## src/rtl/text_screen_pkg.sv

```systemverilog
// Shared constants, command encodings and engine states
// for the text screen bulk-update engine.
package text_screen_pkg;

  localparam int SCREEN_COLUMNS    = 80;
  localparam int SCREEN_ROWS       = 25;
  localparam int SCREEN_CELLS      = SCREEN_COLUMNS * SCREEN_ROWS;
  localparam int SCREEN_ADDR_WIDTH = 11;
  localparam int CELL_WIDTH        = 16;

  localparam logic [1:0] CMD_NOP         = 2'd0;
  localparam logic [1:0] CMD_CLEAR       = 2'd1;
  localparam logic [1:0] CMD_SCROLL_UP   = 2'd2;
  localparam logic [1:0] CMD_SCROLL_DOWN = 2'd3;

  typedef enum logic [2:0] {
    ST_IDLE,
    ST_FILL,
    ST_READ,
    ST_CAPTURE,
    ST_WRITE,
    ST_FINISH
  } scroll_state_t;

endpackage

```

## src/rtl/text_screen_addr_walker.sv

```systemverilog
// Loadable up/down address walker: dst, src=dst+/-offset, last flag.
// Ports: clk, rst_n, load/start/stop/down, offset, step, stall, dst, src, last.
module text_screen_addr_walker #(
  parameter int AW = 11
) (
  input  logic          clk,
  input  logic          rst_n,
  input  logic          load,
  input  logic [AW-1:0] start,
  input  logic [AW-1:0] stop,
  input  logic          down,
  input  logic [AW-1:0] offset,
  input  logic          step,
  input  logic          stall,
  output logic [AW-1:0] dst,
  output logic [AW-1:0] src,
  output logic          last
);

  logic [AW-1:0] cur;
  logic [AW-1:0] stop_q;
  logic          down_q;

  always_ff @(posedge clk or negedge rst_n) begin
    if (!rst_n) begin
      cur    <= '0;
      stop_q <= '0;
      down_q <= 1'b0;
    end else if (load) begin
      cur    <= start;
      stop_q <= stop;
      down_q <= down;
    end else if (step && !stall) begin
      cur <= down_q ? cur - 1'b1 : cur + 1'b1;
    end
  end

  assign dst  = cur;
  assign src  = down_q ? cur - offset : cur + offset;
  // exact-match terminal: the walker never steps past stop
  assign last = (cur == stop_q);

endmodule

```

## src/rtl/text_screen_scroll_engine.sv

```systemverilog
// CLEAR / SCROLL_UP / SCROLL_DOWN engine on text RAM port B.
// Ports: cmd handshake, busy/done, granted RAM port B.
module text_screen_scroll_engine
  import text_screen_pkg::*;
#(
  parameter int COLUMNS    = SCREEN_COLUMNS,
  parameter int ROWS       = SCREEN_ROWS,
  parameter int ADDR_WIDTH = SCREEN_ADDR_WIDTH,
  parameter int DATA_WIDTH = CELL_WIDTH
) (
  input  logic                  clock,
  input  logic                  resetN,
  input  logic                  cmdValid,
  output logic                  cmdReady,
  input  logic [1:0]            cmdOp,
  input  logic [DATA_WIDTH-1:0] fillWord,
  output logic                  busy,
  output logic                  done,
  input  logic                  ramGrant,
  output logic                  ramEnable,
  output logic                  ramWriteEnable,
  output logic [ADDR_WIDTH-1:0] ramAddress,
  output logic [DATA_WIDTH-1:0] ramWriteData,
  input  logic [DATA_WIDTH-1:0] ramReadData
);

  localparam int CELLS = COLUMNS * ROWS;
  localparam logic [ADDR_WIDTH-1:0] A_LAST = ADDR_WIDTH'(CELLS - 1);
  localparam logic [ADDR_WIDTH-1:0] A_COLS = ADDR_WIDTH'(COLUMNS);
  localparam logic [ADDR_WIDTH-1:0] A_LROW = ADDR_WIDTH'(CELLS - COLUMNS);
  localparam logic [ADDR_WIDTH-1:0] A_UPEND = ADDR_WIDTH'(CELLS - COLUMNS - 1);
  localparam logic [ADDR_WIDTH-1:0] A_ROW0E = ADDR_WIDTH'(COLUMNS - 1);

  scroll_state_t state, state_nxt;

  logic [1:0]            op_q;
  logic [DATA_WIDTH-1:0] fill_q;
  logic [DATA_WIDTH-1:0] cap_q;

  logic                  ld;
  logic                  ld_down;
  logic [ADDR_WIDTH-1:0] ld_start;
  logic [ADDR_WIDTH-1:0] ld_stop;
  logic                  step;
  logic [ADDR_WIDTH-1:0] dst;
  logic [ADDR_WIDTH-1:0] src;
  logic                  last;
  logic                  ram_en;
  logic                  ram_we;

  text_screen_addr_walker #(
    .AW(ADDR_WIDTH)
  ) u_walker (
    .clk   (clock),
    .rst_n (resetN),
    .load  (ld),
    .start (ld_start),
    .stop  (ld_stop),
    .down  (ld_down),
    .offset(A_COLS),
    .step  (step),
    .stall (!ramGrant),
    .dst   (dst),
    .src   (src),
    .last  (last)
  );

  always_ff @(posedge clock or negedge resetN) begin
    if (!resetN) begin
      state  <= ST_IDLE;
      op_q   <= CMD_NOP;
      fill_q <= '0;
      cap_q  <= '0;
    end else begin
      state <= state_nxt;
      if (state == ST_IDLE && cmdValid) begin
        op_q   <= cmdOp;
        fill_q <= fillWord;
      end
      // read was issued last cycle; data is valid now
      if (state == ST_CAPTURE) cap_q <= ramReadData;
    end
  end

  always_comb begin
    state_nxt = state;
    ld        = 1'b0;
    ld_down   = 1'b0;
    ld_start  = '0;
    ld_stop   = '0;
    step      = 1'b0;
    ram_en    = 1'b0;
    ram_we    = 1'b0;
    unique case (state)
      ST_IDLE: begin
        if (cmdValid) begin
          unique case (cmdOp)
            CMD_CLEAR: begin
              ld        = 1'b1;
              ld_stop   = A_LAST;
              state_nxt = ST_FILL;
            end
            CMD_SCROLL_UP: begin
              ld        = 1'b1;
              ld_stop   = A_UPEND;
              state_nxt = ST_READ;
            end
            CMD_SCROLL_DOWN: begin
              ld        = 1'b1;
              ld_start  = A_LAST;
              ld_stop   = A_COLS;
              ld_down   = 1'b1;
              state_nxt = ST_READ;
            end
            default: state_nxt = ST_FINISH;
          endcase
        end
      end
      ST_READ: begin
        ram_en = ramGrant;
        if (ramGrant) state_nxt = ST_CAPTURE;
      end
      ST_CAPTURE: state_nxt = ST_WRITE;
      ST_WRITE: begin
        ram_en = ramGrant;
        ram_we = ramGrant;
        step   = !last;
        if (ramGrant) begin
          if (last) begin
            // reuse the walker for the vacated row
            ld        = 1'b1;
            ld_start  = (op_q == CMD_SCROLL_UP) ? A_LROW : '0;
            ld_stop   = (op_q == CMD_SCROLL_UP) ? A_LAST : A_ROW0E;
            state_nxt = ST_FILL;
          end else begin
            state_nxt = ST_READ;
          end
        end
      end
      ST_FILL: begin
        ram_en = ramGrant;
        ram_we = ramGrant;
        step   = !last;
        if (ramGrant && last) state_nxt = ST_FINISH;
      end
      ST_FINISH: state_nxt = ST_IDLE;
      default:   state_nxt = ST_IDLE;
    endcase
  end

  assign cmdReady       = (state == ST_IDLE);
  assign done           = (state == ST_FINISH);
  assign busy           = !(state == ST_IDLE) &&
                          !(state == ST_FINISH && op_q == CMD_NOP);
  assign ramEnable      = ram_en;
  assign ramWriteEnable = ram_we;
  assign ramAddress     = (state == ST_READ) ? src : dst;
  assign ramWriteData   = (state == ST_WRITE) ? cap_q : fill_q;

endmodule

```

## config.mk

```make
export PLATFORM = sky130hd
export DESIGN_NAME = text_screen_scroll_engine
export DESIGN_NICKNAME = d
export VERILOG_FILES = /design/src/rtl/text_screen_pkg.sv /design/src/rtl/text_screen_addr_walker.sv /design/src/rtl/text_screen_scroll_engine.sv
export SDC_FILE = /design/constraint.sdc
export NUM_CORES = 1
export LEC_CHECK = 0
export CORE_UTILIZATION = 30
export DETAILED_ROUTE_END_ITERATION = 8
export HOLD_SLACK_MARGIN = 0.02
export REMOVE_ABC_BUFFERS = 1
export SLEW_MARGIN = 20
export SYNTH_ARGS = -nofsm -noshare
export SYNTH_HDL_FRONTEND = slang
export SYNTH_SLANG_ARGS = --single-unit
```

## constraint.sdc

```tcl
create_clock -name clock -period 2.85 [get_ports clock]
set_input_delay 0.7125 -clock clock [delete_from_list [all_inputs] [get_ports clock]]
set_output_delay 0.7125 -clock clock [all_outputs]
set_load 0.005 [all_outputs]
```

==> run_results.csv <==
group,metric,value,unit
sta,tns,-0.135,ns
worst_setup_path,path_max_fanout,3,
sta,final_hold_viol_count,0,
synth,ys_async_sr_fraction,100,%
worst_setup_path,start_kind,"register",
route,via_per_inst,4.73,
route,drt_iter0_drc,85,
power,leakagePower,2.17,nW
power,p_sw_share,37.2,%
power,p_sw,1.87,mW
grt,grt.total_usage,15.0,%
finish,fin_util,43.3,%
sta,period_share,105,%
clocking,numCtsBuffers,5,
synth,synth-seq-cells,55,
sta,rsz0062_at_grt,"yes",
synth,synth_edf_count,0,
placed_design,place_area,0.00439,sq mm
clocking,clockRootBuffer,"clkbuf_8",
synth,synthMuxAreaShare,12.3,%
clocking,clk_path_buf_depth,2,
sta,final.setup_skew,0.00797,ns
worst_setup_path,crit_start,"u_walker.down_q$_DFFE_PN0P_",
finish,area_growth,40.6,%
synth,ys.flop_type,"dfrtp_1",
sta,drv_slew,0,
finish,fin_cells,596,
worst_setup_path,rr_startpoint,"u_walker.down_q$_DFFE_PN0P_",
route,antenna_left,0,
grt,grt_pass1_wl,13700,um
hold_path,hold_path_class,"input pin to async pin",
placed_design,dp.cells,576,
worst_setup_path,cp_data_arrival_time,2.27,ns
synth,synthXorXnorAreaFrac,4.98,%
clocking,cts.clk_slew.worst_paths,0.11,ns
synth,synth_area,0.00334,sq mm
power,combinationalPowerShare,60.2,%
placed_design,gp_congestion,0.799,
synth,synthCells,351,
floorplan,dieWidth,108,um
floorplan,rows,38,
grt,grt_pass1_vias,2818,
power,p_int,3.16,mW
synth,synth_warnings,0,
grt,grt_max_degree,34,
worst_setup_path,cp.required,2.14,ns
status,status,"complete, but fails checks",
sta,timing.fmax,0.335,GHz
power,p_seq_share,27.5,%
finish,num-fill-cells,1089,
route,dr.pass1.iters,4,
clocking,htreeDepth,2,
sta,tightest_slew,0.464,ns
synth,yosys.area_share.simple,17.7,%
synth,synth_fa_ha_area_share,7.19,%
power,worst_ir_drop_vdd,0.419,mV
grt,antenna_found_initial,0,
synth,synth_cell_types,46,
floorplan,core,0.0108,sq mm
placed_design,port_buffers,69,
finish,regArea,0.00138,sq mm
worst_setup_path,crit_path_end_kind,"output port",
finish,nNetsFinal,511,
clocking,clock_latency,0.31,ns
sta,finalSetupViolations,1,
worst_setup_path,criticalPathCategory,"register to output port",
finish,final_area,0.00470,sq mm
placed_design,hpwl,6060,um
synth,synth.avg_cell_area,9.52,sq um
status,violations,"negative setup slack",
synth,yosysSeqAreaShare,41.2,%
route,vias,2821,
synth,synth_compound_area_share,12.3,%
finish,diodes,0,
clocking,cts.sinks,55,
power,clock_power_share,12.3,%
sta,setup_slack,-0.135,ns
floorplan,dieArea,0.0116,sq mm
finish,post_route_cells_drive_above_1_share,24.3,%
power,powerDensity,1070,mW/mm^2
sta,slew_headroom,68.9,%
run,drv_cap,0,
sta,period_needed,2.98,ns
floorplan,initial_core_util,30.8,%
floorplan,die_y,108,um
synth,synth_top_family_by_area,"simple AND/OR/NAND/NOR gates",
finish,multi_input_area,0.00188,sq mm
floorplan,io_pins,70,
worst_setup_path,reg2reg_slack,0.23,ns
route,wl_per_cell,13.8,um
route,wl,8250,um
route,drc,0,
placed_design,place_ws,-0.443,ns
clocking,cts_tree,"done",
grt,grt_overflow_total,0,
layout make-up:
class,count,share of cell area [%]
clock buffers,5,1.47
clock inverters,3,1.44
inverters,11,0.879
multi-input cells,264,40.0
flip-flops and latches,55,29.3
well taps,140,3.73
repair buffers,118,23.2
flip-flops by register name (all words and copies together) (netlist names):
name,flops
op_q,2
state,3
cap_q,16
u_walker.stop_q,6
u_walker.down_q,1
u_walker.dst,11
fill_q,16
cells by family after synthesis:
group,Yosys count
multiplexers,37
AO/OA/AOI/OAI,64
AND/OR/NAND/NOR,126
adder cells (fa/ha/maj),18
buffers and inverters,32
XOR/XNOR,19
flip-flops,55
through the flow:
stage | total power [mW] | hold slack, ns
global route | 5.44 | 0.382
detailed placement | 4.34 | 0.460
global placement | 4.28 | 0.454
finish | 5.03 | 0.373
CTS | 4.98 | 0.377
floorplan | 3.04 | 0.417
critical path, cell delays in order, from the launching register on:
cell	delay, ns
dfrtp_1	0.39
inv_2	0.08
fa_2	0.36
nor2b_2	0.13
o21ai_2	0.07
a21boi_2	0.17
o21ai_2	0.08
nand3_1	0.07
or3b_1	0.36
xnor2_1	0.13
buf_2	0.13
power groups by stage:
stage | sequential, mW | combinational (mW) | clock (mW)
2_1_floorplan | 1.39 | 1.65 | 0
3_3_place_gp | 1.38 | 2.90 | 0
3_5_place_dp | 1.39 | 2.95 | 0
4_1_cts | 1.39 | 2.96 | 0.632
5_1_grt | 1.44 | 3.34 | 0.666
6_report | 1.38 | 3.03 | 0.617
per-layer routing:
metal	share of wire, %	global-route usage (%)	vias up
met2	48	25.0	63
met1	47	19.7	1337
met5	0	0	-
li1	-	-	1411
met4	1.2	3.62	0
met3	4.3	3.09	10
cell usage after synthesis, types with 2 or more instances:
cell,count,area [sq um]
a21o_1,4,30.0
a21oi_1,15,75.1
a221o_1,2,20.0
a31oi_1,3,18.8
and2_1,2,12.5
and3b_1,2,17.5
buf_2,5,25.0
buf_4,5,37.5
clkbuf_1,11,41.3
dfrtp_1,55,1380
fa_1,2,40.0
ha_1,16,200
inv_1,11,41.3
mux2_2,32,360
mux2i_1,5,50.1
nand2_1,76,285
nand2b_1,5,31.3
nand3_1,3,15.0
nand4_1,2,12.5
nor2_1,18,67.6
nor2b_1,4,25.0
nor3_1,4,20.0
nor3b_1,2,15.0
o21a_1,5,37.5
o21ai_0,11,55.1
o21ai_1,7,35.0
o22a_1,4,35.0
o2bb2ai_1,2,17.5
o31ai_1,4,30.0
xnor2_1,14,123
xor2_1,5,43.8
placed cells by master, fill, tap and decap left out, drive strengths merged, types with 11 or more instances in the layout:
cell           netlist  layout
o21ai               19      19
nand2               76      76
dlygate4sd2          0      15
nor2                19      19
clkdlybuf4s50        0      46
mux2                32      32
xnor2               14      14
dfrtp               55      55
ha                  16      16
a21oi               15      15
buf                 10      50
inv                 11      11
timing repair:
action | 4_1_cts | 5_1_grt
gates resized for setup | 33 | 19
hold buffers | 0 | 0
pin swaps | 6 | 7
buffers inserted | 7 | 4
endpoints found under the setup margin | 21 | 9
cloned | 1 | 0
worst paths after layout:
path,end,cells after the start
max in group asynchronous,u_walker.dst[2]$_DFFE_PN0P_,2
worst min register to register,fill_q[11]$_DFFE_PN0P_,2
worst max register to register,u_walker.dst[10]$_DFFE_PN0P_,12
worst min-delay path,fill_q[14]$_DFFE_PN0P_,2
worst max-delay path,ramAddress[10],10
min in group clock,fill_q[11]$_DFFE_PN0P_,2
Note: power is estimated with default switching activity, not from simulation.
